**config.mk**
```make
export PLATFORM = sky130hd
export DESIGN_NAME = demux1an_rr_gather
export DESIGN_NICKNAME = d
export VERILOG_FILES = /design/src/rtl/demux1an_rr_gather_pkg.sv /design/src/rtl/demux_lane_ptr.sv /design/src/rtl/demux1an_rr_gather.sv
export SDC_FILE = /design/constraint.sdc
export NUM_CORES = 1
export LEC_CHECK = 0
export CAP_MARGIN = 20
export CORE_MARGIN = 2
export CORE_UTILIZATION = 55
export CTS_BUF_LIST = sky130_fd_sc_hd__clkbuf_4
export CTS_CLUSTER_SIZE = 25
export DETAILED_ROUTE_END_ITERATION = 8
export GPL_TIMING_DRIVEN = 0
export PLACE_DENSITY = 0.91
export SLEW_MARGIN = 10
export SYNTH_ARGS = -nofsm -noshare
export SYNTH_HDL_FRONTEND = slang
export SYNTH_SLANG_ARGS = --single-unit
```
**constraint.sdc**
```tcl
create_clock -name clk_2f -period 2.4 [get_ports clk_2f]
set_clock_uncertainty 0.2 [all_clocks]
set_input_delay 0.36 -clock clk_2f [delete_from_list [all_inputs] [get_ports clk_2f]]
set_output_delay 0.36 -clock clk_2f [all_outputs]
set_load 0.05 [all_outputs]
```
**src/rtl/demux1an_rr_gather_pkg.sv**
```systemverilog
// -----------------------------------------------------------------------------
// demux1an_rr_gather_pkg
// Shared definitions for the round-robin 1-to-N demultiplexer:
//   - default data width and lane count
//   - mode encodings (direct / gathered)
//   - onehot() helper that turns a lane index into a lane mask
// -----------------------------------------------------------------------------
package demux1an_rr_gather_pkg;

  localparam int DATA_W_DEF = 8;
  localparam int NUM_CH_DEF = 4;

  // Largest supported lane count and the index width that covers it.
  localparam int MAX_CH    = 16;
  localparam int MAX_PTR_W = 4;

  typedef enum logic {
    MODE_DIRECT = 1'b0,
    MODE_GATHER = 1'b1
  } mode_e;

  // Lane mask with only bit idx set; callers size-cast the result down to
  // their own lane count.
  function automatic logic [MAX_CH-1:0] onehot(input logic [MAX_PTR_W-1:0] idx);
    return {{(MAX_CH-1){1'b0}}, 1'b1} << idx;
  endfunction

endpackage

```
**src/rtl/demux_lane_ptr.sv**
```systemverilog
// -----------------------------------------------------------------------------
// demux_lane_ptr
// Wrapping lane pointer for the round-robin demultiplexer.
//   clk_2f   : clock, rising edge
//   reset_L  : asynchronous active-low reset (pointer -> 0)
//   sync     : realign; pointer becomes 0, or 1 if a word is accepted this
//              cycle (that word is taken as lane 0)
//   flush    : end of a partial group; pointer returns to 0
//   advance  : a word is accepted this cycle
//   lane_ptr : lane the next accepted word goes to
//   is_last  : lane_ptr currently points at lane NUM_CH-1
// -----------------------------------------------------------------------------
module demux_lane_ptr #(
  parameter  int NUM_CH = 4,
  localparam int PTR_W  = $clog2(NUM_CH)
) (
  input  logic             clk_2f,
  input  logic             reset_L,
  input  logic             sync,
  input  logic             flush,
  input  logic             advance,
  output logic [PTR_W-1:0] lane_ptr,
  output logic             is_last
);

  assign is_last = (lane_ptr == PTR_W'(NUM_CH - 1));

  // NOTE: state registers use non-blocking assignments so every flop samples
  // the pre-edge values, independent of statement order.
  always_ff @(posedge clk_2f or negedge reset_L) begin
    if (!reset_L) begin
      lane_ptr <= '0;
    end else if (sync) begin
      // The word on a sync cycle occupies lane 0, so the next one goes to 1.
      lane_ptr <= advance ? PTR_W'(1) : '0;
    end else if (flush) begin
      lane_ptr <= '0;
    end else if (advance) begin
      lane_ptr <= is_last ? '0 : lane_ptr + PTR_W'(1);
    end
  end

endmodule

```
**src/rtl/demux1an_rr_gather.sv**
```systemverilog
// -----------------------------------------------------------------------------
// demux1an_rr_gather
// Round-robin 1-to-NUM_CH demultiplexer with direct and gathered modes.
//   clk_2f   : sole clock, rising edge
//   reset_L  : asynchronous active-low reset
//   valid    : data_in carries a word this cycle
//   data_in  : input word
//   mode     : 0 = direct (each lane loads on its turn),
//              1 = gathered (lanes load together once a group is complete)
//   sync     : realign pointer to lane 0, discarding any partial group
//   flush    : gathered mode only, emit the partial group now
//   data_out : lane i at bits [i*DATA_W +: DATA_W]; held between loads
//   validout : per-lane one-cycle load pulse
//   lane_ptr : lane the next valid word will go to
// A change of mode behaves like sync on that cycle, and the new mode already
// governs the word presented with it.
// -----------------------------------------------------------------------------
module demux1an_rr_gather
  import demux1an_rr_gather_pkg::*;
#(
  parameter  int DATA_W = DATA_W_DEF,
  parameter  int NUM_CH = NUM_CH_DEF,
  localparam int PTR_W  = $clog2(NUM_CH)
) (
  input  logic                     clk_2f,
  input  logic                     reset_L,
  input  logic                     valid,
  input  logic [DATA_W-1:0]        data_in,
  input  logic                     mode,
  input  logic                     sync,
  input  logic                     flush,
  output logic [NUM_CH*DATA_W-1:0] data_out,
  output logic [NUM_CH-1:0]        validout,
  output logic [PTR_W-1:0]         lane_ptr
);

  // Staging holds lanes 0..NUM_CH-2; the last lane always takes data_in
  // directly because its word is what completes a group.
  logic [DATA_W-1:0] staging [NUM_CH-1];
  logic [NUM_CH-1:0] fill;
  logic              mode_q;

  logic              is_last;
  logic              sync_eff;
  logic              gathered;
  logic              flush_eff;
  logic [PTR_W-1:0]  cur_lane;
  logic              cur_last;
  logic [NUM_CH-1:0] fill_base;
  logic [NUM_CH-1:0] word_mask;
  logic [NUM_CH-1:0] out_mask;
  logic [NUM_CH-1:0] fill_nxt;
  logic [NUM_CH-2:0] stage_mask;
  logic [DATA_W-1:0] lane_src [NUM_CH];

  // A mode change realigns exactly like an explicit sync.
  assign sync_eff  = sync || (mode != mode_q);
  assign gathered  = (mode == MODE_GATHER);
  // sync wins over flush: the partial group is dropped, not emitted.
  assign flush_eff = gathered && flush && !sync_eff;

  // On a sync cycle the incoming word is lane 0 and earlier fills are gone.
  assign cur_lane  = sync_eff ? '0 : lane_ptr;
  assign cur_last  = !sync_eff && is_last;
  assign fill_base = sync_eff ? '0 : fill;
  assign word_mask = valid ? NUM_CH'(onehot(MAX_PTR_W'(cur_lane))) : '0;

  demux_lane_ptr #(
    .NUM_CH (NUM_CH)
  ) u_lane_ptr (
    .clk_2f   (clk_2f),
    .reset_L  (reset_L),
    .sync     (sync_eff),
    .flush    (flush_eff),
    .advance  (valid),
    .lane_ptr (lane_ptr),
    .is_last  (is_last)
  );

  // NOTE: every signal written here gets a default first, so no path leaves
  // it unassigned and no latch is inferred.
  always_comb begin
    out_mask   = '0;
    fill_nxt   = '0;
    stage_mask = '0;
    for (int i = 0; i < NUM_CH; i++) begin
      lane_src[i] = data_in;
    end
    for (int i = 0; i < NUM_CH - 1; i++) begin
      if (!word_mask[i]) begin
        lane_src[i] = staging[i];
      end
    end

    if (!gathered) begin
      out_mask = word_mask;
    end else if (valid && cur_last) begin
      // Last word of a group: every lane loads together.
      out_mask = '1;
    end else if (flush_eff) begin
      // Partial group: only lanes that hold a word (including this one) load.
      out_mask = fill_base | word_mask;
    end else begin
      stage_mask = word_mask[NUM_CH-2:0];
      fill_nxt   = fill_base | word_mask;
    end
  end

  // NOTE: the staging array is reset along with the other state so a flush
  // after reset can never expose stale words; it is small enough to be flops.
  always_ff @(posedge clk_2f or negedge reset_L) begin
    if (!reset_L) begin
      data_out <= '0;
      validout <= '0;
      fill     <= '0;
      mode_q   <= MODE_DIRECT;
      for (int i = 0; i < NUM_CH - 1; i++) begin
        staging[i] <= '0;
      end
    end else begin
      mode_q   <= mode;
      validout <= out_mask;
      fill     <= fill_nxt;
      for (int i = 0; i < NUM_CH; i++) begin
        if (out_mask[i]) begin
          data_out[i*DATA_W +: DATA_W] <= lane_src[i];
        end
      end
      for (int i = 0; i < NUM_CH - 1; i++) begin
        if (stage_mask[i]) begin
          staging[i] <= data_in;
        end
      end
    end
  end

endmodule

```
==> impl_results.md <==
- DR DRC count: 0
- Nets: 315
- Final hold vios: 0
- Root cell of the clock tree: clkbuf_4
- Min Tclk post-route: ~2.3 ns
- Chip Height: around 78 um
- Critical-path maximum fanout: 8
- Antenna violations before repair: 0
- Critical path type: flip-flop to output port
- TritonCTS clock tree: built
- Inst Count DP: 358
- Max clock buf depth: 2
- First-pass detailed-route iteration total: 4
- Crit-path max cell delay: 0.85 ns
- Synth cell types: 41
- Die width: around 78 um
- Cell leakage power: 1.64 nW
- Gr ovfl total: 0
- Post-Syn Instances: roughly 240
- Place WS: -0.234 ns
- Crit. End Element: output port
- Worst hold path type: input pin to flip-flop
- Seq/Total Area, Yosys: 55.7%
- Asr flop ratio synth: between 90% and 100%
- Slew @ Worst Pin: a little over 0.8 ns
- Area grow syn2layout: 26.0%
- Final worst path period share: 96.1%
- Setup TNS: 0 ns
- Pint: 2.09 mW
- All-Layer GR Usage: between 20 and 25%
- Die ar.: 6080 um^2
- Yosys warns: 0
- Starting DRT DRC Count: around 180
- Worst-path clk slew: approximately 0.11 ns
- Num CTS Buffers: 9
- RSZ-0062 raised after global routing: no
- Port buffer count: slightly above 50
- Switching Power: between 1 and 1.5 mW
- Ant diodes: 0
- Most frequent cells in the layout: dfrtp_1 (67), clkdlybuf4s50_1 (50), mux2_2 (32)
- Routability cong.: 0.861
- CP arrival: between 1.5 and 2 ns
- Crit path max-delay family: buffers and inverters
- FP Rows: 26
- Later-pin clock latency in the skew report: ~0.41 ns
- CP max-delay cell: clkdlybuf4s50_1
- Maxcap violations: 0
- Via density: 5.89
- Most common cell after layout, fill and taps aside: dfrtp_1
- Total Routed Length: around 7 mm
- Post-Syn Nets: 252
- Peak Freq: roughly 430 MHz
- DR vias: roughly 2,200
- Routed len/inst: roughly 18 um
- Final WS setup: about 0.093 ns
- Pwr per Cell Area: around 840 nW/um^2
- Flop pwr share: between 40% and 50%
- Layout Utilization: between 70% and 80%
- Vias in the first global route: 2,290
- CP startpoint kind: flip-flop
- Largest net degree at the start of global routing: 68
- Avg Cell Area, Syn: roughly 13 um^2
- Netlist Area Pre-Place: roughly 3000 um^2
- Buf/Inv on CP: 1
- Ys flop type: dfrtp_1
- Seq cells post-synth: 67
- Outcome: completed
- HPWL Detailed: about 4.5 mm
- Share of layout cells above drive strength 1: between 20% and 30%
- Fin cells: between 300 and 400
- Antenna Nets Post-Route: 0
- H-tree levels: 3
- EDFF count, synth: 0
- # IOs: between 50 and 60
- Worst slew margin: about 45%
- Critical Path, Cell by Cell: clkdlybuf4s50_1
- Final Setup Violations: 0
- Clock sink count: 67
- WP data required: approximately 1.8 ns
- Sw Share: between 30% and 40%
- Core Box Area: around 5200 um^2
- Slew Viols, Final: 0
- Comb power frac: between 20 and 30%
- Clock power frac: a little over a quarter
- Total power: ~3.2 mW
- Starting Density: between 50 and 60%
- Global-route wire length before repair: approximately 11 mm
- Max IR drop VDD: ~0.49 mV
[final cells by class]
cell class / instances / area [um^2]
sequential: 67 / 1680
fill: 357 / 1410
multi-input combinational: 146 / 1240
timing repair buffer: 52 / 518
clock inverter: 7 / 92.6
tap: 70 / 87.6
clock buffer: 9 / 67.6
buffer: 11 / 65.1
inverter: 13 / 48.8
[through the flow]
step                      hold WS [ns]  area [um^2]
final                            0.217         3790
after global routing             0.229         3790
after CTS                        0.212         3780
after detailed placement         0.279         3600
after global placement           0.282         3610
after floorplan                 -0.136         3010
[cells by family (layout without fill, tap and decap cells)]
| logic type | Yosys count | in the layout | share of synthesized area, % |
|---|---|---|---|
| AO/OA/AOI/OAI | 53 | 53 | 15.9 |
| multiplexers | 41 | 41 | 15.0 |
| flip-flops | 67 | 67 | 55.7 |
| adder cells (fa/ha/maj) | 1 | 1 | 0.416 |
| XOR/XNOR | 2 | 2 | 0.582 |
| AND/OR/NAND/NOR | 49 | 49 | 8.65 |
| buffers and inverters | 24 | 92 | 3.78 |
[worst paths after layout]
check / end / slack (ns) / cells after the start / from
hold reg to reg: data_out[17]$_DFFE_PN0P_ / 0.31 / 1 / data_out[17]$_DFFE_PN0P_
hold / removal: mode_q$_DFF_PN0_ / 0.22 / 1 / mode
setup reg to reg: data_out[0]$_DFFE_PN0P_ / 0.15 / 6 / u_lane_ptr.lane_ptr[1]$_DFFE_PN0P_
max in group asynchronous: staging[12]$_DFFE_PN0P_ / 1.08 / 2 / reset_L
setup / recovery: lane_ptr[1] / 0.09 / 1 / u_lane_ptr.lane_ptr[1]$_DFFE_PN0P_
min in group asynchronous: data_out[25]$_DFFE_PN0P_ / 0.38 / 2 / reset_L
[registers in the layout, summed over array words and instances (netlist names)]
register             flops
u_lane_ptr.lane_ptr      2
mode_q                   1
staging                 24
validout                 4
data_out                32
fill                     4
[per-layer routing]
| metal | global-route usage [%] | vias to the layer above | part of all wire (%) |
|---|---|---|---|
| li1 | - | 998 | - |
| met1 | 31.8 | 1143 | 43 |
| met2 | 39.2 | 56 | 50 |
| met3 | 5.81 | 13 | 4.4 |
| met4 | 10.5 | 0 | 1.7 |
| met5 | 0 | - | 0 |
[power by group through the flow]
stage	clock, mW	sequential [mW]	combinational [mW]
after CTS	0.849	1.41	0.945
after global placement	0	1.42	0.915
after global routing	0.898	1.43	0.985
after floorplan	0	1.77	0.259
after detailed placement	0	1.43	0.941
final	0.837	1.41	0.941
[synth_stat cells, types with 4 or more instances]
| cell type | n | area share [%] |
|---|---|---|
| o221a_1 | 8 | 3.0 |
| nor2_1 | 4 | 0.50 |
| buf_2 | 7 | 1.2 |
| mux2i_1 | 9 | 3.0 |
| dfrtp_1 | 67 | 56 |
| o22a_1 | 8 | 2.3 |
| mux2_2 | 32 | 12 |
| nor3_1 | 8 | 1.3 |
| inv_1 | 13 | 1.6 |
| nand2_1 | 15 | 1.9 |
| a21oi_1 | 9 | 1.5 |
| or3_1 | 8 | 1.7 |
| a2bb2oi_1 | 8 | 2.3 |
| o2bb2ai_1 | 8 | 2.3 |
[timing repair]
action / in CTS / in global routing
resized for setup: 1 / 3
hold buffers: 1 / 0
endpoints found under the setup margin: 8 / 18
buffers inserted: 0 / 0
endpoints found under the hold margin: 67 / 0
Note: power is estimated with default switching activity, not from simulation.
